===== src/rtl/cadence_pkg.sv =====
// Shared definitions for the cadence measurement path.
//   cad_state_t  : period-measurement FSM states
//   SAT_CNT_*    : saturation points of the 24-bit period counter
//   CAD_STOPPED  : scaled period reported when the rider is not pedaling
//   cap_field()  : selects the 8-bit scaled period from the raw count
package cadence_pkg;

  typedef enum logic {
    IDLE = 1'b0,
    MEAS = 1'b1
  } cad_state_t;

  // 0.3 s at 50 MHz, and a shortened value for simulation.
  localparam logic [23:0] SAT_CNT_REAL = 24'hE4E1C0;
  localparam logic [23:0] SAT_CNT_FAST = 24'h007271;
  localparam logic [7:0]  CAD_STOPPED  = 8'hE4;

  // Both windows map their SAT_CNT onto CAD_STOPPED.
  function automatic logic [7:0] cap_field(input logic [23:0] cnt, input logic fast);
    return fast ? cnt[14:7] : cnt[23:16];
  endfunction

endpackage


===== src/rtl/cadence_meas_rise_det.sv =====
// Rising-edge detector for an input already synchronous to clk.
//   clk   : system clock
//   rst_n : synchronous active-low reset
//   sig   : input level
//   rise  : combinational, high for the single cycle where sig is 1 and its
//           registered copy is still 0
module rise_det (
  input  logic clk,
  input  logic rst_n,
  input  logic sig,
  output logic rise
);

  logic sig_ff;

  always_ff @(posedge clk) begin
    if (!rst_n) sig_ff <= 1'b0;
    else        sig_ff <= sig;
  end

  assign rise = sig & ~sig_ff;

endmodule


===== src/rtl/cadence_meas.sv =====
// Cadence period measurement: times the interval between successive rising
// edges of the debounced cadence signal with a saturating 24-bit counter.
//   clk          : system clock, 50 MHz
//   rst_n        : synchronous active-low reset
//   cadence_filt : debounced cadence input, synchronous to clk
//   cadence_per  : scaled rising-to-rising period, 8'hE4 = stopped/saturated
//   not_pedaling : high whenever cadence_per == 8'hE4
//   cadence_vld  : one-cycle pulse whenever cadence_per is rewritten
// Handshake: cadence_vld is a pure strobe with no ready; cadence_per and
// not_pedaling are valid in the same cycle cadence_vld is high and hold until
// the next strobe.
// The FSM state is the internal signal 'state' (cad_state_t).
module cadence_meas
  import cadence_pkg::*;
#(
  parameter logic FAST_SIM = 1'b0
) (
  input  logic       clk,
  input  logic       rst_n,
  input  logic       cadence_filt,
  output logic [7:0] cadence_per,
  output logic       not_pedaling,
  output logic       cadence_vld
);

  localparam logic [23:0] SAT_CNT = FAST_SIM ? SAT_CNT_FAST : SAT_CNT_REAL;

  logic       rise;
  logic [7:0] cap;
  cad_state_t state;
  logic [23:0] cnt;

  rise_det u_rise_det (
    .clk   (clk),
    .rst_n (rst_n),
    .sig   (cadence_filt),
    .rise  (rise)
  );

  assign cap = cap_field(cnt, FAST_SIM);

  always_ff @(posedge clk) begin
    if (!rst_n) begin
      state        <= IDLE;
      cnt          <= '0;
      cadence_per  <= CAD_STOPPED;
      not_pedaling <= 1'b1;
      cadence_vld  <= 1'b0;
    end else begin
      cadence_vld <= 1'b0;
      case (state)
        IDLE: begin
          // First edge only starts timing; there is no previous edge to
          // measure against.
          if (rise) begin
            cnt   <= 24'd1;
            state <= MEAS;
          end else begin
            cnt <= '0;
          end
        end
        MEAS: begin
          // A rise on the saturation cycle still counts as a measurement.
          if (rise) begin
            cadence_per  <= cap;
            not_pedaling <= (cap == CAD_STOPPED);
            cadence_vld  <= 1'b1;
            cnt          <= 24'd1;
          end else if (cnt == SAT_CNT) begin
            cadence_per  <= CAD_STOPPED;
            not_pedaling <= 1'b1;
            cadence_vld  <= 1'b1;
            cnt          <= '0;
            state        <= IDLE;
          end else begin
            cnt <= cnt + 24'd1;
          end
        end
        default: begin
          state <= IDLE;
          cnt   <= '0;
        end
      endcase
    end
  end

endmodule


===== config.mk =====
export PLATFORM = sky130hd
export DESIGN_NAME = cadence_meas
export DESIGN_NICKNAME = d
export VERILOG_FILES = /design/src/rtl/cadence_pkg.sv /design/src/rtl/cadence_meas_rise_det.sv /design/src/rtl/cadence_meas.sv
export SDC_FILE = /design/constraint.sdc
export NUM_CORES = 1
export LEC_CHECK = 0
export ABC_AREA = 0
export BUFFER_PORTS_ARGS = -buffer_cell sky130_fd_sc_hd__buf_4
export CAP_MARGIN = 20
export CORE_ASPECT_RATIO = 0.9
export CORE_MARGIN = 2
export CORE_UTILIZATION = 50
export CTS_CLUSTER_DIAMETER = 80
export DETAILED_ROUTE_END_ITERATION = 16
export GPL_TIMING_DRIVEN = 0
export PLACE_DENSITY = 0.69
export SLEW_MARGIN = 10
export SYNTH_ARGS = -nofsm -noshare
export SYNTH_HDL_FRONTEND = slang
export SYNTH_SLANG_ARGS = --single-unit

===== constraint.sdc =====
create_clock -name clk -period 3.7 [get_ports clk]
set_clock_uncertainty 0.1 [all_clocks]
set_input_delay 0.74 -clock clk [delete_from_list [all_inputs] [get_ports clk]]
set_output_delay 0.74 -clock clk [all_outputs]
set_load 0.05 [all_outputs]

==> impl_metrics.tcl, run 1 <==
set metrics [dict create \
    drt-wirelength-per-cell_um 14.5 \
    tightest_slew_ns 0.376 \
    clk_pin_slew_ns 0.07 \
    cp_max_fo 10 \
    finalHoldViolations 0 \
    htreeDepth 2 \
    die_h_um 59.2 \
    area_delta_synth_final_pct 14.5 \
    synth_top_area_share_pct 42.6 \
    yosys_warnings 0 \
    cp.arrival_ns 2.27 \
    grt_usage_pct 20.9 \
    port_buffers 11 \
    synth_cells 190 \
    drive_gt1_share_pct 13.4 \
    grt_overflow 0 \
    tns_ns 0 \
    start_util_pct 51.2 \
    cts_max_path_buffers 2 \
    cts_tree "done" \
    cap_violations 0 \
    clock_tree.root_cell "clkbuf_8" \
    first_pass_iters 4 \
    hold_path_class "flop to flop" \
    irDropWorstVdd_mv 0.270 \
    design.core.area_um2 3300 \
    dieArea_um2 3860 \
    grt_pass1_vias 1368 \
    pre_cts_ws_ns 1.51 \
    seqCellArea_um2 721 \
    clk_latency_ns 0.29 \
    setup_ws_ns 1.49 \
    ant_nets 0 \
    num_rows 20 \
    hpwlAfterDp_um 2680 \
    place_congestion 0.868 \
    die_width_um 65.3 \
    antenna_cells 0 \
    clock_sinks 36 \
    drt_wl_total_um 3670 \
    cp-start-kind "flop" \
    ys_seq_area_share_pct 42.6 \
    synth-async-reset-ratio_pct 0 \
    endpoint_kind "flop" \
    fillCellCount 305 \
    ys_seq_elements 36 \
    place_area_um2 1830 \
    cts.repair.resized 0 \
    io_pins 13 \
    vias_per_cell 5.78 \
    vias 1462 \
    nets 213 \
    yosysUniqueCellTypes 37 \
    cts_hold_buf 0 \
    rsz0062_at_grt "false" \
    grt_max_degree 12 \
    fmax_mhz 453 \
    period_minus_slack_ns 2.21 \
    final_cell_area_um2 1940 \
    drc_errors 0 \
    synth_area_leaders "dfxtp_1, a21oi_1, o21ai_0, xor2_1, nand2_1" \
    finalCritPeriodShare_pct 59.6 \
    synth_edf_count 0 \
    cts_buffers 5 \
    multi_input_area_um2 900 \
    setup_viol 0 \
    max_slew_margin_pct 74.9 \
    cp.required_ns 3.76 \
    slew_violations 0 \
    antenna_found_initial 0 \
    p_leak_nw 0.638 \
    syn_area_um2 1690 \
    drt_iter0_markers 130 \
    crit_type "flop to flop" \
    ys.flop_type "dfxtp_1" \
    syn_nets 195 \
    post_cts_buffers 0 \
    power.density_nw_per_um2 406 \
    syn-mean-instance-area_um2 8.90 \
    status "completed" \
    yosysTopAreaCell "dfxtp_1" \
    grt_pass1_wl_um 6240 \
]
[layout by cell type (no fill, tap or decap), drive strengths merged]
cell type,instances
dfxtp,36
nand2,16
a21oi,15
o21ai,14
buf,14
nor2,13
clkbuf,12
nand3,7
nand4,7
xor2,7
or4,7
o31ai,6
o211ai,6
inv,5
and2,5
and3,5
xnor2,5
a311oi,4
and4,3
or4b,3
nor4,2
nor4b,2
nand4b,2
or3,2
o41ai,2
ha,2
nand2b,1
o21a,1
and3b,1
nor2b,1
nor3,1
bufinv,1
clkinv,1
[synth_stat cells (all sizes together), types with 3 or more instances]
| library cell | n |
|---|---|
| buf | 3 |
| a21oi | 15 |
| and4 | 3 |
| nand4 | 7 |
| nand2 | 16 |
| o21ai | 14 |
| clkbuf | 6 |
| nand3 | 7 |
| a311oi | 4 |
| and2 | 5 |
| xnor2 | 5 |
| xor2 | 7 |
| inv | 5 |
| or4 | 7 |
| dfxtp | 36 |
| o31ai | 6 |
| or4b | 3 |
| and3 | 5 |
| nor2 | 13 |
| o211ai | 6 |
[flip-flops by register name, summed over array words and instances, names as in the netlist]
name,cells
state,1
u_rise_det.sig_ff,1
cnt,24
not_pedaling,1
cadence_per,8
cadence_vld,1
[area by class of cell]
type | count | area share (%)
Tap cell | 44 | 2.84
Clock inverter | 2 | 1.81
Buffer | 9 | 2.65
Multi-Input combinational cell | 140 | 46.5
Clock buffer | 6 | 3.75
Inverter | 5 | 0.970
Sequential cell | 36 | 37.2
Timing Repair Buffer | 11 | 4.27
[worst max-delay path: stages (launching register included)]
cell and delay (ns):
dfxtp_1 0.46, or4b_1 0.48, or4_4 0.54, o211ai_4 0.25, buf_6 0.19, a21oi_1 0.05
[metal layers]
layer  routed length, um  vias to the layer above  share of wire [%]  track usage [%]
met5                   0                        -                  0                0
met4                  46                        0                1.3             8.33
met3                 177                        5                4.8             4.75
met2                1650                       24                 45             33.8
met1                1800                      690                 49             27.4
li1                    -                      743                  -                -
[worst paths after layout]
check | start | endpoint | slack [ns] | depth (start not counted)
setup / recovery | cnt[18] | cnt[16] | 1.49 | 5
hold / removal | not_pedaling | not_pedaling | 0.38 | 2
setup reg to reg | cnt[18] | cnt[16] | 1.49 | 5
hold reg to reg | not_pedaling | not_pedaling | 0.38 | 2
[report_power, final]
group	leakage, nW	switching, W	internal, W
clock	0.0552	0.000137	0.000200
combinational	0.292	0.0000342	0.0000168
sequential	0.292	0.00000468	0.000393
total	0.638	0.000176	0.000610
[stage by stage]
step | power [W] | instances | utilization (%) | hold slack (ns)
after floorplan | 0.000443 | 190 | - | 0.369
after global placement | 0.000456 | 245 | 55.3 | 0.367
after detailed placement | 0.000458 | 245 | 55.3 | 0.377
after CTS | 0.000794 | 253 | 58.6 | 0.389
after global routing | 0.000818 | 253 | 58.6 | 0.430
final | 0.000786 | 253 | 58.6 | 0.382
[kinds of logic after synthesis]
kind of cell / after synthesis / share of synthesized area (%)
AOI/OAI and AO/OA: 48 / 18.9
xor gates and xnor gates: 12 / 6.22
adders and majority gates: 2 / 1.48
buffers and inverters: 14 / 4.14
DFF: 36 / 42.6
and+or+nand+nor: 78 / 26.6
Note: power is estimated with default switching activity, not from simulation.
==> inputs of run 2 (changes only) <==
==> constraint.sdc (replaced) <==
create_clock -name clk -period 2.3 [get_ports clk]
set_clock_uncertainty 0.1 [all_clocks]
set_input_delay 0.46 -clock clk [delete_from_list [all_inputs] [get_ports clk]]
set_output_delay 0.46 -clock clk [all_outputs]
set_load 0.05 [all_outputs]
==> run 2 against run 1 <==
  * Global-route usage did not move
  * Cell count fell by 0.40%
  * First-iteration DRC count fell by 22%
  * Register-to-register slack got worse by 1.4 ns
  * Fmax fell by 0.27%
  * Cell area fell by 0.19%
  * Die area did not move
  * Sequential power rose by 61%
  * Total power rose by 61%
  * Critical path type unchanged
  * Largest power group unchanged
==> impl_metrics.tcl, run 2 (synthesis gave the netlist of run 1 again) <==
set metrics [dict create \
    cts_tree "done" \
    power.density_nw_per_um2 655 \
    worstPathCellList "or4b_1, or4_4, o211ai_4, buf_6, a21oi_1" \
    first_pass_iters 4 \
    drc_errors 0 \
    design.core.area_um2 3300 \
    grt_max_degree 12 \
    die_width_um 65.3 \
    clock_sinks 36 \
    clk_latency_ns 0.29 \
    clk_pin_slew_ns 0.07 \
    dieArea_um2 3860 \
    area_delta_synth_final_pct 14.3 \
    fmax_mhz 452 \
    port_buffers 11 \
    grt_pass1_vias 1368 \
    cp_max_fo 10 \
    tightest_slew_ns 0.379 \
    cp.arrival_ns 2.28 \
    max_slew_margin_pct 74.7 \
    cp-start-kind "flop" \
    drt_wl_total_um 3710 \
    reg.largest.list "cnt: 24 flops, cadence_per: 8 flops" \
    start_util_pct 51.2 \
    post_cts_buffers 0 \
    num_rows 20 \
    status "completed" \
    hpwlAfterDp_um 2680 \
    grt_pass1_wl_um 6240 \
    cpPeakStageDelay_ns 0.54 \
    die_h_um 59.2 \
    finalHoldViolations 0 \
    crit_slowest_cell "or4_4" \
    tns_ns 0 \
    htreeDepth 2 \
    cp.required_ns 2.37 \
    cts.repair.resized 0 \
    rsz0062_at_grt "false" \
    nets 212 \
    cts_hold_buf 0 \
    ant_nets 0 \
    final_common_cell "dfxtp_1" \
    grt_overflow 0 \
    antenna_found_initial 0 \
    finalCritPeriodShare_pct 96.2 \
    period_minus_slack_ns 2.21 \
    multi_input_area_um2 900 \
    io_pins 13 \
    cts_max_path_buffers 2 \
    vias_per_cell 5.87 \
    drt_iter0_markers 101 \
    largest_register_ffs 24 \
    irDropWorstVdd_mv 0.435 \
    final_cell_mix "dfxtp_1, nand2_1, a21oi_1" \
    hold_path_class "input pin to flop" \
    antenna_cells 0 \
    p_leak_nw 0.637 \
    slew_violations 0 \
    drive_gt1_share_pct 13.5 \
    drt-wirelength-per-cell_um 14.7 \
    cts_buffers 5 \
    setup_viol 0 \
    fillCellCount 307 \
    endpoint_kind "flop" \
    grt_usage_pct 20.9 \
    hold_ws_ns 0.305 \
    vias 1478 \
    seqCellArea_um2 721 \
    clock_tree.root_cell "clkbuf_8" \
    crit_type "flop to flop" \
    cap_violations 0 \
    place_congestion 0.868 \
    largest_register "cnt" \
]
==> run 2: stage by stage <==
step	cells	cell area [um^2]	utilization [%]	power [W]	setup slack, ns
floorplan	190	1690	-	0.000713	0.289
global placement	245	1830	55.3	0.000734	0.134
detailed placement	245	1830	55.3	0.000737	0.113
CTS	253	1940	58.6	0.00128	0.0994
global route	252	1930	58.5	0.00132	0.00868
finish	252	1930	58.5	0.00127	0.0879
==> run 2: critical path, delay by kind of cell (launching register included) <==
family,cells,cell delay [ns]
AND/OR/NAND/NOR,2,1.03
flip-flops,1,0.47
AO/OA/AOI/OAI,2,0.30
buffers and inverters,1,0.18
==> run 2: final timing paths <==
kind	slack [ns]	cells after the start	endpoint	start
max	0.09	5	cnt[16]	cnt[18]
min	0.31	2	u_rise_det.sig_ff	cadence_filt
max reg2reg	0.09	5	cnt[16]	cnt[18]
min reg2reg	0.38	2	not_pedaling	not_pedaling
==> run 2: final cells by class <==
class	instances	share of cell area, %
multi-input cells	140	46.6
flip-flops and latches	36	37.3
clock inverters	2	1.81
clock buffers	6	3.76
repair buffers	11	4.27
inverters	5	0.972
plain buffers	8	2.46
well taps	44	2.85
==> run 2: per-layer routing <==
layer	GRT usage, %	vias to the layer above	part of all wire (%)
met2	33.8	22	45
met3	4.75	5	3.1
met5	0	-	0
met1	27.4	709	51
li1	-	742	-
met4	8.33	0	1.2
==> run 2: power by group <==
part           internal, W  switching, W  total (W)
Sequential        0.000633    0.00000747   0.000640
Combinational    0.0000271     0.0000554  0.0000825
Clock             0.000322      0.000222   0.000543
==> inputs of run 3 (changes only) <==
--- a/config.mk
+++ b/config.mk
@@ -15,6 +15,7 @@
 export DETAILED_ROUTE_END_ITERATION = 16
 export GPL_TIMING_DRIVEN = 0
 export PLACE_DENSITY = 0.69
+export SETUP_SLACK_MARGIN = 0.2
 export SLEW_MARGIN = 10
 export SYNTH_ARGS = -nofsm -noshare
 export SYNTH_HDL_FRONTEND = slang
==> run 3 against run 2 <==
  * Register-to-register slack better by 0.11 ns
  * Utilization grew 5.2 points
  * Cell count rose by 5.6%
  * Sequential power barely moved
  * Total power up 0.51%
  * Combinational power grew 8.8%
  * Clock power hardly changed
  * Critical path depth did not move
  * First-iteration DRC count increased by 14%
  * Sequential share of layout area decreased by 2.4 points
  * Worst setup slack better by 0.11 ns
  * Via count up 4.4%
==> impl_metrics.tcl, run 3 (synthesis gave the netlist of run 1 again) <==
set metrics [dict create \
    status "completed" \
    cts_hold_buf 0 \
    vias_per_cell 5.80 \
    cts_tree "done" \
    final_cell_mix "dfxtp_1, buf_4, nand2_1" \
    max_slew_margin_pct 74.4 \
    tns_ns 0 \
    die_width_um 65.3 \
    start_util_pct 51.2 \
    drt-wirelength-per-cell_um 14.8 \
    crit_type "flop to flop" \
    setup_viol 0 \
    drive_gt1_share_pct 25.7 \
    largest_register "cnt" \
    nets 226 \
    hpwlAfterDp_um 2680 \
    grt_pass1_wl_um 6530 \
    design.core.area_um2 3300 \
    dieArea_um2 3860 \
    tightest_slew_ns 0.384 \
    final_common_cell "dfxtp_1" \
    drc_errors 0 \
    io_pins 13 \
    largest_register_ffs 24 \
    grt_max_degree 12 \
    cp.required_ns 2.37 \
    htreeDepth 2 \
    clock_tree.root_cell "clkbuf_8" \
    r2r_slack_ns 0.20 \
    clock_sinks 36 \
    slew_violations 0 \
    p_leak_nw 0.716 \
    cp.arrival_ns 2.16 \
    multi_input_area_um2 943 \
    fillCellCount 288 \
    antenna_found_initial 0 \
    switching_share_pct 22.8 \
    grt_usage_pct 22.0 \
    port_buffers 11 \
    cp-start-kind "flop" \
    first_pass_iters 4 \
    internal_power_w 0.000982 \
    fmax_mhz 477 \
    place_congestion 0.868 \
    hold_path_class "input pin to flop" \
    cp_max_fo 5 \
    rsz0062_at_grt "true" \
    finalNonFillerCells 266 \
    combPwrFrac_pct 7.1 \
    power_frac_seq_pct 50.1 \
    clkPwrFrac_pct 42.9 \
    power.density_nw_per_um2 605 \
    finalCritPeriodShare_pct 91.2 \
    ant_nets 0 \
    grt_overflow 0 \
    antenna_cells 0 \
    cts_buffers 5 \
    reg.largest.list "cnt: 24 flops, cadence_per: 8 flops" \
    clk_latency_ns 0.29 \
    dpl.cell_count 245 \
    finalHoldViolations 0 \
    die_h_um 59.2 \
    p_sw_w 0.000290 \
    cap_violations 0 \
    grt_pass1_vias 1423 \
    drt_iter0_markers 115 \
    cts_max_path_buffers 2 \
    seqCellArea_um2 733 \
    endpoint_kind "flop" \
    area_delta_synth_final_pct 24.4 \
    num_rows 20 \
    vias 1543 \
    drt_wl_total_um 3940 \
    irDropWorstVdd_mv 0.429 \
    clk_pin_slew_ns 0.07 \
    period_minus_slack_ns 2.10 \
]
==> run 3: cell count changes in the layout (fill, tap and decap cells not counted), sizes merged <==
| cell | delta |
|---|---|
| buf | +13 |
| clkbuf | +1 |
==> run 3: what timing repair did <==
action / CTS / global route
setup endpoints to repair: 21 / 28
resized for setup: 13 / 13
setup buffers: 4 / 7
pin swaps: 2 / 4
cloned: 2 / 0
==> run 3: area by class of cell <==
type / instances / share of cell area, %
Multi-Input combinational cell: 140 / 44.9
Sequential cell: 36 / 34.9
Timing Repair Buffer: 24 / 9.11
Clock buffer: 6 / 3.45
Tap cell: 44 / 2.62
Buffer: 9 / 2.50
Clock inverter: 2 / 1.67
Inverter: 5 / 0.893
==> run 3: path summary, 6_finish.rpt <==
check,endpoint,from,depth (start not counted)
min,u_rise_det.sig_ff,cadence_filt,2
max,cnt[22],cnt[19],5
max reg2reg,cnt[22],cnt[19],5
min reg2reg,not_pedaling,not_pedaling,2
==> run 3: stage by stage <==
step                hold WS (ns)  setup WS (ns)  area, um^2  power, W  utilization (%)
CTS                        0.303          0.213        2010   0.00128             60.8
detailed placement         0.377          0.113        1830  0.000737             55.3
global placement           0.367          0.134        1830  0.000734             55.3
floorplan                  0.369          0.289        1690  0.000713                -
global route               0.325          0.131        2100   0.00132             63.6
finish                     0.302          0.202        2100   0.00127             63.6
==> run 3: routing by layer <==
metal	track usage [%]	part of all wire, %	up-vias
met2	35.6	46	28
met5	0	0	-
met3	5.13	4.2	7
li1	-	-	765
met4	9.82	1.7	0
met1	28.3	48	743
==> run 3: power by group through the flow <==
| stage | logic [W] | registers, W | clock network (W) |
|---|---|---|---|
| global route | 0.0000970 | 0.000638 | 0.000584 |
| floorplan | 0.0000413 | 0.000672 | 0 |
| finish | 0.0000898 | 0.000637 | 0.000546 |
| global placement | 0.0000801 | 0.000654 | 0 |
| detailed placement | 0.0000822 | 0.000654 | 0 |
| CTS | 0.0000876 | 0.000638 | 0.000555 |
==> run 3: critical path: stages, from the launching register on <==
cell and delay, ns:
dfxtp_4 0.34, or4b_4 0.51, or4_4 0.46, o211ai_4 0.32
buf_6 0.20, a21oi_2 0.04
